==> src/rtl/ddram_clear.sv <==
// rtl/ddram_clear.sv - DDR3 region fill sequencer driving the DDRAM Avalon-MM burst write port
// Optional pseudo-random fill pattern: define DDRAM_CLEAR_LFSR_EN.
module ddram_clear #(
  parameter logic [28:0] BASE_ADDR = 29'h0,
  parameter logic [28:0] WORDS     = 29'h0400_0000,
  parameter int unsigned BURST     = 128,
  parameter logic [63:0] FILL      = 64'h0,
  parameter logic [63:0] SEED      = 64'h1
) (
  input  logic        clk_sys,
  input  logic        reset_n,
  input  logic        start,
  input  logic        abort,
  output logic        busy,
  output logic        done,
  output logic [28:0] words_done,
  input  logic        DDRAM_BUSY,
  output logic        DDRAM_WE,
  output logic [28:0] DDRAM_ADDR,
  output logic [7:0]  DDRAM_BURSTCNT,
  output logic [63:0] DDRAM_DIN,
  output logic [7:0]  DDRAM_BE
);

  typedef enum logic [1:0] {IDLE, ARM, BEAT, DONE} state_t;

  localparam logic [28:0] BURST_W = 29'(BURST);

  state_t      state, state_nxt;
  logic        start_q, abort_seen, done_q, we_q;
  logic [28:0] rem, wcnt, next_addr, addr_q;
  logic [7:0]  burstcnt_q, beat_cnt, burst_len;
  logic [63:0] din;
  logic        start_edge, accept, last_beat;

  assign start_edge = start && !start_q;
  assign accept     = we_q && !DDRAM_BUSY;
  assign last_beat  = accept && (beat_cnt == 8'd1);
  assign burst_len  = (rem < BURST_W) ? rem[7:0] : BURST_W[7:0];

  always_ff @(posedge clk_sys or negedge reset_n) begin
    if (!reset_n) state <= IDLE;
    else          state <= state_nxt;
  end

  always_comb begin
    state_nxt = state;
    case (state)
      IDLE, DONE: if (start_edge) state_nxt = ARM;
      ARM:        state_nxt = abort ? IDLE : BEAT;
      BEAT: begin
        if (last_beat) begin
          // rem still holds the pre-decrement value on the final beat
          if (rem == 29'd1)               state_nxt = DONE;
          else if (abort_seen || abort)   state_nxt = IDLE;
          else                            state_nxt = ARM;
        end
      end
      default:    state_nxt = IDLE;
    endcase
  end

  always_comb begin
    busy           = (state == ARM) || (state == BEAT);
    done           = done_q;
    words_done     = wcnt;
    DDRAM_WE       = we_q;
    DDRAM_ADDR     = addr_q;
    DDRAM_BURSTCNT = burstcnt_q;
    DDRAM_DIN      = din;
    DDRAM_BE       = 8'hFF;
  end

  always_ff @(posedge clk_sys or negedge reset_n) begin
    if (!reset_n) begin
      start_q    <= 1'b0;
      abort_seen <= 1'b0;
      done_q     <= 1'b0;
      we_q       <= 1'b0;
      rem        <= 29'd0;
      wcnt       <= 29'd0;
      next_addr  <= 29'd0;
      addr_q     <= 29'd0;
      burstcnt_q <= 8'd0;
      beat_cnt   <= 8'd0;
    end else begin
      start_q <= start;
      case (state)
        IDLE, DONE: begin
          if (start_edge) begin
            wcnt      <= 29'd0;
            rem       <= WORDS;
            done_q    <= 1'b0;
            next_addr <= BASE_ADDR;
          end
        end
        ARM: begin
          if (!abort) begin
            addr_q     <= next_addr;
            burstcnt_q <= burst_len;
            beat_cnt   <= burst_len;
            we_q       <= 1'b1;
            abort_seen <= 1'b0;
          end
        end
        BEAT: begin
          if (abort) abort_seen <= 1'b1;
          if (accept) begin
            wcnt     <= wcnt + 29'd1;
            rem      <= rem - 29'd1;
            beat_cnt <= beat_cnt - 8'd1;
          end
          if (last_beat) begin
            we_q      <= 1'b0;
            next_addr <= next_addr + 29'(burstcnt_q);
            if (rem == 29'd1) done_q <= 1'b1;
          end
        end
        default: ;
      endcase
    end
  end

`ifdef DDRAM_CLEAR_LFSR_EN
  localparam logic [63:0] LFSR_MASK = 64'hD800_0000_0000_0000;
  logic [63:0] lfsr;

  always_ff @(posedge clk_sys or negedge reset_n) begin
    if (!reset_n)
      lfsr <= SEED;
    else if ((state == IDLE || state == DONE) && start_edge)
      lfsr <= SEED;
    else if (accept)
      lfsr <= (lfsr >> 1) ^ (lfsr[0] ? LFSR_MASK : 64'h0);
  end

  assign din = lfsr;
`else
  assign din = FILL;
`endif

endmodule

==> config.mk <==
export PLATFORM = sky130hd
export DESIGN_NAME = ddram_clear
export DESIGN_NICKNAME = d
export VERILOG_FILES = /design/src/rtl/ddram_clear.sv
export SDC_FILE = /design/constraint.sdc
export NUM_CORES = 1
export LEC_CHECK = 0
export BUFFER_PORTS_ARGS = -buffer_cell sky130_fd_sc_hd__buf_2
export CAP_MARGIN = 20
export CORE_MARGIN = 5
export CORE_UTILIZATION = 38
export DETAILED_ROUTE_END_ITERATION = 12
export GPL_TIMING_DRIVEN = 0
export HOLD_SLACK_MARGIN = 0.05
export PLACE_DENSITY_LB_ADDON = 0.15
export SLEW_MARGIN = 20
export SYNTH_ARGS = -nofsm -noshare
export SYNTH_HDL_FRONTEND = slang
export SYNTH_SLANG_ARGS = --single-unit
export TNS_END_PERCENT = 10
==> constraint.sdc <==
create_clock -name clk_sys -period 2.6 [get_ports clk_sys]
set_input_delay 0.13 -clock clk_sys [delete_from_list [all_inputs] [get_ports clk_sys]]
set_output_delay 0.13 -clock clk_sys [all_outputs]
set_load 0.02 [all_outputs]
== Yosys cells after proc, flatten, opt, wreduce, memory -nomap -nowiden ==
Cells that the tools add are included.
Word-level totals
  flip-flop bits (word level): 138
  input port bits: 5
  output and inout port bits: 141
  logic and storage cells: 75
Cells by class
  add/subtract/negate cells: 4
  magnitude comparators: 1
  equal/unequal tests: 11
  muxes and demuxes: 28
  bitwise operators: 1
  reductions and logical operators: 19
Operators with widths (count)
  one-hot mux 29 bit (2 select lines): 3
  two-way mux 29 bit: 5
  adder 29 x 1 -> 29 bit, second input constant: 1
  adder 29 x 8 -> 29 bit: 1
  == test 29 x 1 -> 1 bit, second input constant: 1
  less-than comparator 29 x 8 -> 1 bit, second input constant: 1
  subtractor 29 x 1 -> 29 bit, second input constant: 1
  two-way mux 8 bit: 3
  one-hot mux 8 bit (2 select lines): 1
  AND reduction 3 bit: 5
  != test 2 bit, second input constant: 6
  == test 8 x 1 -> 1 bit, second input constant: 1
  two-way mux 1 bit: 8
  two-way mux 2 bit: 4
  subtractor 8 x 1 -> 8 bit, second input constant: 1
  one-hot mux 1 bit (2 select lines): 3
  one-hot mux 2 bit (3 select lines): 1
  == test 2 bit, second input constant: 2
  AND reduction 2 bit: 2
  AND reduction 4 bit: 1
  nonzero test 2 bit: 2
  logical AND 1 bit: 3
  == test 2 x 1 -> 1 bit, second input constant: 1
  zero test 1 bit: 2
  other kinds (4): 5

== Longest topological paths before layout ==
Gate-level depths: netlist (run 1).
  depth in word-level cells: 5
  mapped depth: 10
  mapped depth without buffers: 7

== Worst setup path before layout (run 1) ==
OpenSTA, ideal clock, no wires.
  path type: flip-flop to flip-flop
  start point: reg burstcnt_q[0], in the netlist DDRAM_BURSTCNT[0]
  end point: reg next_addr[8]
  library setup time: 0.078 ns
  data arrival time: 2.518 ns
  required time: 2.522 ns
  path slack: 0.004 ns
  cell stages (with the launch flop): 10
  path buffers: 2
  cell sequence: dfrtp_1 > ha_1 > fa_1 > a211oi_1 > nor2_1 > a221oi_1 > clkbuf_1 > clkbuf_1 > o21ai_0 > a21oi_1
On the way
  longest elaborated chain between the ends: 3
RTL lines
  start: declaration: RTL line 32  | logic [7:0] burstcnt_q, beat_cnt, burst_len;
  start signal: assignment: RTL line 100  | burstcnt_q <= burst_len;
  adder 29 x 8 -> 29 bit: RTL line 115  | next_addr <= next_addr + 29'(burstcnt_q);
  two-way mux 29 bit: RTL line 113  | if (last_beat) begin
  one-hot mux 29 bit (2 select lines): RTL line 88  | case (state)
  end signal: assignment: RTL line 115
  end: declaration: RTL line 31  | logic [28:0] rem, wcnt, next_addr, addr_q;
Every way passes these cells. The select of a mux whose other input is x is not followed.
A chain may end at the register's enable or synchronous reset.

== Final worst setup path (run 1) ==
  start point: reg beat_cnt[0]
  end point: reg next_addr[19]
On the way
  longest elaborated chain between the ends: 4
RTL lines
  start: declaration: RTL line 32
  start signal: assignment: RTL line 101  | beat_cnt <= burst_len;
  start signal: assignment: RTL line 111  | beat_cnt <= beat_cnt - 8'd1;
  == test 8 x 1 -> 1 bit: RTL line 38  | assign last_beat = accept && (beat_cnt == 8'd1);
  logical AND 1 bit: RTL line 38
  != test 2 bit (no source line)
  AND reduction 3 bit (no source line)
Every way passes these cells.

==> out/summary.txt, run 1 <==
Site Rows: 52
CTS H-tree depth: 4
First-pass GRT wire length: 32300 µm
Ys flop type: dfrtp_1
Detailed Route WL: 19100 µm
Worst slew pin tran: 0.659 ns
Xor and xnor area share after synthesis: 3.32%
TritonCTS clock tree: done
Mux cell area share after synthesis: 0.393%
Flop pwr share: 35.4%
Clk Tree Root Cell: clkbuf_16
Fin crit share: 98.2%
Ant diodes: 0
Post-Synth Simple-Gate Area: 25.1%
Post-synth EDFFs: 0
Height of the die: 152 µm
Clock share of power: 31.0%
Status: finished, final reports clean
#FFs+latches synth: 138
Slew Limit Headroom: 55.9%
R2R depth: 8
Starting density of the core: 38.2%
Vias post-DR: 6426
WS Path Type: register to register
PortBufs: 73
Post-Place Worst Slack: -0.555 ns
HP Class: primary input to register
Gate Count Post-Synth: 853
Unique masters post-synth: 53
Wire length per cell: 14.6 µm
Syn_area_per_cell: 8.97 µm²
Drt pass-1 iters: 5
Fmax: 392 MHz
Clock latency on the worst-skew pair: 0.42 ns
ANT nets after route: 0
Pwr dens: 799 nW/µm²
Warnings from Yosys: 0
RSZ-0062 raised after global routing: true
All-Layer GR Usage: 16.8%
Slew Limit Fails: 0
Top cells by area, synth: dfrtp_1 45%, nand2_1 7.1%, buf_4 7.1%
CTS clk-pin slew, worst paths: 0.06 ns
Crit path launch: beat_cnt[0]
Final worst setup slack: 0.0469 ns
Clock Tree Buf Depth: 2
Initial antenna violation count: 0
Placed instance area: 8650 µm²
Leakage Power: 4.68 nW
Gate power share: 33.5%
Worst hold path stage count: 5
Core ar.: 20000 µm²
Sequential-to-total area share from yosys stat: 45.1%
Gr ovfl total: 0
Async set-reset flop share out of synthesis: 100%
CP endpoint kind: register
Psw: 2.93 mW
HP Start: DDRAM_BUSY
Vias in the first global route: 6241
RePlAce Congestion: 0.809
Peak supply drop: 0.000482 V
Max-cap violations: 0
Adder-cell share of the synthesized area: 2.72%
I/O pins: 146
Via-to-Cell Ratio: 4.89
Compound-Gate Fraction of Synth Area: 13.1%
Hpwl dp: 13500 µm
CP Launch Type: register
Starting DRC count in detailed routing: 317
Min Tclk post-route: 2.55 ns
Finish-stage setup viols: 0
Largest net degree at the start of global routing: 79
FF-to-FF Start: beat_cnt[0]
Internal power: 4.72 mW
Flop2flop setup slack: 0.05 ns
Data required, critical path: 2.94 ns
Nets: 1051
Main combinational cell family by area after synthesis: simple AND/OR/NAND/NOR gates
Die area: 23100 µm²
Arr. time, crit path: 2.89 ns
Post-Route Skew: 0.00946 ns
Netlist Area Pre-Place: 7650 µm²
Design Area, Final: 9580 µm²
Post-synth top area share: 45.1%
Drt drc: 0
Sw Ratio: 38.3%
Layout area overhead: 25.2%
Sink Count: 138
Layout cells sized above 1: 23.2%
Maximum fanout along the worst path: 5
Synth area leader: dfrtp_1
Inserted Clock Buffers: 17
Final hold violation count: 0
Die X: 152 µm
layout by cell type (no fill, tap or decap), types with 7 or more instances in the layout:
master     count
nand2_1      145
dfrtp_1      138
buf_4         84
buf_2         74
conb_1        72
nor2_1        47
a21oi_1       47
o21ai_0       43
or3_1         40
nand3_1       30
clkbuf_1      24
nand4_1       24
or4_1         20
clkbuf_16     17
inv_1         15
o31ai_1       15
xor2_1        15
xnor2_1       14
nor4_1        12
ha_1          12
nand2b_1      11
clkbuf_2       7
worst max-delay path: stages, from the launching register on:
cell	delay [ns]
dfrtp_1	0.43
ha_4	0.17
or4bb_4	0.53
a2111oi_4	0.30
buf_6	0.18
o22ai_4	0.10
buf_6	0.16
or4_4	0.47
a21oi_2	0.12
through the flow:
step           setup TNS [ns]  hold WS, ns  instances  power, mW  util, %
2_1_floorplan               0       -0.166        923       4.40        -
3_3_place_gp          -135.58        0.257       1266       5.07     43.0
3_5_place_dp           -33.94        0.105       1267       5.09     43.2
4_1_cts                -0.160        0.132       1306       7.56     46.7
5_1_grt                -0.115        0.219       1313       8.16     47.8
6_report                    0        0.154       1313       7.66     47.8
logic make-up after synthesis:
| family | count (synthesis) |
|---|---|
| and+or+nand+nor | 378 |
| AOI/OAI and AO/OA | 157 |
| DFF | 138 |
| buffers and inverters | 130 |
| xor gates and xnor gates | 29 |
| adders and majority gates | 16 |
| muxes | 3 |
| other | 2 |
what timing repair did:
item                                    in CTS  in global routing
buffers inserted                             6                  7
hold buffers                                 3                  0
resized for setup                           16                 47
endpoints found under the setup margin      90                 74
endpoints found under the hold margin       62                  0
gates cloned                                 0                  1
pin swaps                                    4                 12
Yosys cell counts, drive strengths merged, types with 6 or more instances:
cell,count
or4,25
nor3,7
and4,6
nor4,14
nand3,31
o21ai,43
buf,75
nand2,145
and3,6
xnor2,14
o31ai,18
a221o,6
clkbuf,39
a21oi,52
nand4,24
inv,16
xor2,15
nand2b,11
or3,40
ha,15
nor2,48
a21o,6
dfrtp,138
worst paths after layout:
path,endpoint
worst max-delay path,next_addr[19]
worst min-delay path,DDRAM_WE
worst max register to register,next_addr[19]
worst min register to register,DDRAM_ADDR[10]
max in group asynchronous,next_addr[0]
min in group asynchronous,next_addr[3]
layout make-up:
type                       count  area [µm²]
inverter                      16        60.1
timing repair buffer          91         552
clock inverter                12         111
sequential                   138        3450
fill                        1969       10500
multi-input combinational    655        3860
tap                          270         338
buffer                       111         737
clock buffer                  20         467
routing by layer:
metal | share of wire (%) | vias to the layer above | wire length [µm] | GRT usage (%)
li1 | - | 3261 | - | -
met1 | 49 | 3043 | 9310 | 23.1
met2 | 47 | 118 | 8930 | 26.9
met3 | 4.2 | 4 | 810 | 3.92
met4 | 0.40 | 0 | 76 | 4.11
met5 | 0 | - | 0 | 0
registers in the layout, summed over array words and instances (netlist names):
name	flops
next_addr	29
DDRAM_BURSTCNT	8
abort_seen	1
words_done	29
done	1
start_q	1
state	2
rem	29
beat_cnt	8
DDRAM_ADDR	29
DDRAM_WE	1
power groups by stage:
stage               combinational [mW]  sequential, mW  clock (mW)
CTS                               2.45            2.67        2.44
global route                      2.87            2.75        2.55
finish                            2.57            2.71        2.38
global placement                  2.37            2.70           0
detailed placement                2.39            2.70           0
floorplan                         1.75            2.65           0
(Power assumes the default switching activity.)
==> run 2: changes to the inputs <==
--- a/config.mk
+++ b/config.mk
@@ -5,6 +5,7 @@
 export SDC_FILE = /design/constraint.sdc
 export NUM_CORES = 1
 export LEC_CHECK = 0
+export ABC_AREA = 1
 export BUFFER_PORTS_ARGS = -buffer_cell sky130_fd_sc_hd__buf_2
 export CAP_MARGIN = 20
 export CORE_MARGIN = 5
==> run 2 against run 1 <==
Effect of this change:
- flip-flop and latch count unchanged
- worst hold slack better by 0.031 ns
- register-to-register slack better by 0.24 ns
- die area up 13%
- first-iteration DRC count up 66%
- global-route usage up 2.9 points
- count of clock-buffer cells in the layout up 3
- final cell count up 31%
- largest power group is now combinational logic
- clock power down 2%
- area after synthesis up 14%
- critical path depth up 2
==> out/summary.txt, run 2 <==
Maximum fanout along the worst path: 9 (+4)
Commonest cells after routing, fill and taps aside: 374 x nand2_1, 163 x nor2_1, 138 x dfrtp_1
Clock latency on the worst-skew pair: 0.43 ns (about the same)
Total power: 9.07 mW (+19%)
Sequential-to-total area share from yosys stat: 39.5% (-5.7 points)
Vias post-DR: 8158 (+27%)
Layout area overhead: 18.3%
RePlAce Congestion: 0.889 (+9.8%)
Peak supply drop: 0.000531 V (+10%)
PostCTS Resize Cnt: 0 (-16)
Wire length per cell: 14.9 µm (+2.0%)
First-pass GRT wire length: 41300 µm (+28%)
Setup Fix Bufs, Post-CTS: 0 (-6)
R2R depth: 10 (+2)
Starting DRC count in detailed routing: 527 (+66%)
Finish-stage setup viols: 0 (unchanged)
Arr. time, crit path: 2.61 ns (-0.28 ns)
Ys flop type: dfrtp_1
CTS clk-pin slew, worst paths: 0.06 ns (about the same)
Post-synth EDFFs: 0 (unchanged)
TritonCTS clock tree: done
Starting density of the core: 38.7% (+0.48 points)
Syn_area_per_cell: 7.00 µm² (-22%)
Vias in the first global route: 7906 (+27%)
Pwr dens: 877 nW/µm² (+9.7%)
Status: finished, final reports clean
Nets: 1438 (+37%)
Detailed Route WL: 25500 µm (+33%)
Slew Limit Headroom: 35.6% (-20 points)
Drt pass-1 iters: 6 (+1)
Area of the multi-input gates: 4350 µm² (+13%)
Data required, critical path: 2.90 ns (-0.04 ns)
Site Rows: 55 (+5.8%)
Clk Tree Root Cell: clkbuf_16
Clock Tree Buf Depth: 2 (unchanged)
Initial antenna violation count: 0 (unchanged)
RSZ-0062 raised after global routing: false
Most common cell in the netlist: nand2_1
Leakage Power: 5.51 nW (+18%)
Setup crit end: next_addr[24]
Critical-path cell list: ha_1, fa_1, nand3_1, nand3_1, nand2_1, nand2_1, nand2_1, nand2_1, nand4_1, o21ai_0
Slew Limit Fails: 0 (unchanged)
I/O pins: 146 (unchanged)
Via-to-Cell Ratio: 4.76 (-2.7%)
Gr ovfl total: 0 (unchanged)
FF-to-FF Start: DDRAM_BURSTCNT[0]
Min Tclk post-route: 2.31 ns (-0.245 ns)
Post-synth top area share: 39.5% (-5.7 points)
Layout cells sized above 1: 16.7% (-6.5 points)
Unique masters post-synth: 38 (-28%)
Synth area leader: dfrtp_1
FF-to-FF End: next_addr[24]
WS Path Type: register to register
Ant diodes: 0 (unchanged)
Top cells by count, synth: 374 x nand2_1, 163 x nor2_1, 138 x dfrtp_1
Sink Count: 138 (unchanged)
HP Class: primary input to async pin
Crit path launch: DDRAM_BURSTCNT[0]
CP max-delay cell: fa_1
Top cells by area, synth: dfrtp_1 39%, nand2_1 16%, nor2_1 7.0%
Largest net degree at the start of global routing: 93 (+18%)
Final hold violation count: 0 (unchanged)
Register area: 3450 µm² (unchanged)
Hpwl dp: 19300 µm (+43%)
Netlist Area Pre-Place: 8750 µm² (+14%)
Worst path most repeated cell: nand2_1
Worst slew pin tran: 0.966 ns (+0.307 ns)
Inserted Clock Buffers: 17 (unchanged)
Hold buffers post-CTS: 3 (unchanged)
Post-Route Skew: 0.00790 ns (-0.00157 ns)
Core ar.: 22600 µm² (+13%)
Die X: 162 µm (+6.5%)
PortBufs: 73 (unchanged)
Die area: 26200 µm² (+13%)
Fmax: 433 MHz (+11%)
CTS H-tree depth: 4 (unchanged)
All-Layer GR Usage: 19.7% (+2.9 points)
Filler cells: 2352 (+19%)
Height of the die: 162 µm (+6.5%)
Post-Place Worst Slack: 0.290 ns (+0.844 ns)
Max-cap violations: 0 (unchanged)
#FFs+latches synth: 138 (unchanged)
CP endpoint kind: register
Gate Count Post-Synth: 1251 (+47%)
Fin crit share: 88.8% (-9.4 points)
CP max stage delay: 0.47 ns (-0.06 ns)
Flop2flop setup slack: 0.29 ns (+0.24 ns)
Warnings from Yosys: 0 (unchanged)
CP Launch Type: register
Final worst setup slack: 0.292 ns (+0.245 ns)
Drt drc: 0 (unchanged)
ANT nets after route: 0 (unchanged)
Async set-reset flop share out of synthesis: 100% (unchanged)
Most common cell after layout, fill and taps aside: nand2_1
[run 2: cell count changes in the layout (fill, tap and decap cells not counted), moves of 15 or more]
cell / previous run / this run
inv_1: 15 / 124
or3_1: 40 / 0
nor2_1: 47 / 163
a21oi_1: 47 / 32
nand4_1: 24 / 47
o21ai_0: 43 / 67
nor3_1: 5 / 22
nand3_1: 30 / 70
nand2_1: 145 / 374
or4_1: 20 / 0
[run 2: cells by family (layout without fill, tap and decap cells)]
| kind of cell | count (synthesis) | after routing | share of synthesized area, % |
|---|---|---|---|
| flops | 138 | 138 | 39.5 |
| fa+ha+maj | 16 | 16 | 2.37 |
| compound gates | 130 | 130 | 7.94 |
| other cells | 2 | 72 | 0.0858 |
| xor+xnor | 10 | 10 | 1.00 |
| simple gates | 715 | 715 | 35.3 |
| buf+inv | 240 | 348 | 13.9 |
[run 2: power by group]
part / switching (mW) / internal, mW / total, mW / leakage (nW)
logic: 2.93 / 1.16 / 4.09 / 3.35
clock network: 0.953 / 1.38 / 2.33 / 0.269
registers: 0.249 / 2.41 / 2.66 / 1.90
total: 4.13 / 4.94 / 9.07 / 5.51
[run 2: cell type report]
class | count | share of cell area (%)
plain buffers | 102 | 6.73
clock buffers | 23 | 4.62
clock inverters | 8 | 0.677
inverters | 138 | 5.00
multi-input cells | 943 | 42.0
flip-flops and latches | 138 | 33.4
well taps | 285 | 3.44
repair buffers | 77 | 4.18
[run 2: stage by stage]
| stage | hold slack [ns] | setup TNS (ns) | cell area, µm² | util (%) | instances |
|---|---|---|---|---|---|
| global route | 0.223 | 0 | 10400 | 45.7 | 1714 |
| floorplan | -0.166 | 0 | 9010 | - | 1321 |
| finish | 0.185 | 0 | 10400 | 45.7 | 1714 |
| detailed placement | 0.0577 | 0 | 9770 | 43.2 | 1680 |
| global placement | 0.254 | -104.47 | 9740 | 43.0 | 1679 |
| CTS | 0.203 | 0 | 10400 | 45.7 | 1714 |
[run 2: worst min path at each step]
stage,end,depth (start not counted)
2_1_floorplan,DDRAM_ADDR[0],0
3_3_place_gp,start_q,1
3_5_place_dp,DDRAM_ADDR[4],1
4_1_cts,DDRAM_ADDR[10],2
5_1_grt,DDRAM_ADDR[10],2
6_report,DDRAM_ADDR[10],2
[run 2: layer usage]
metal / share of wire [%] / global-route usage (%)
met1: 46 / 26.2
met2: 48 / 33.4
met3: 5.0 / 3.40
met4: 1.4 / 4.96
met5: 0 / 0
[run 2: worst max-delay path, delay by kind of cell (launching register included)]
kind / cells / cell delay (ns)
and+or+nand+nor: 7 / 0.87
AOI/OAI and AO/OA: 1 / 0.10
DFF: 1 / 0.43
adders and majority gates: 2 / 0.76
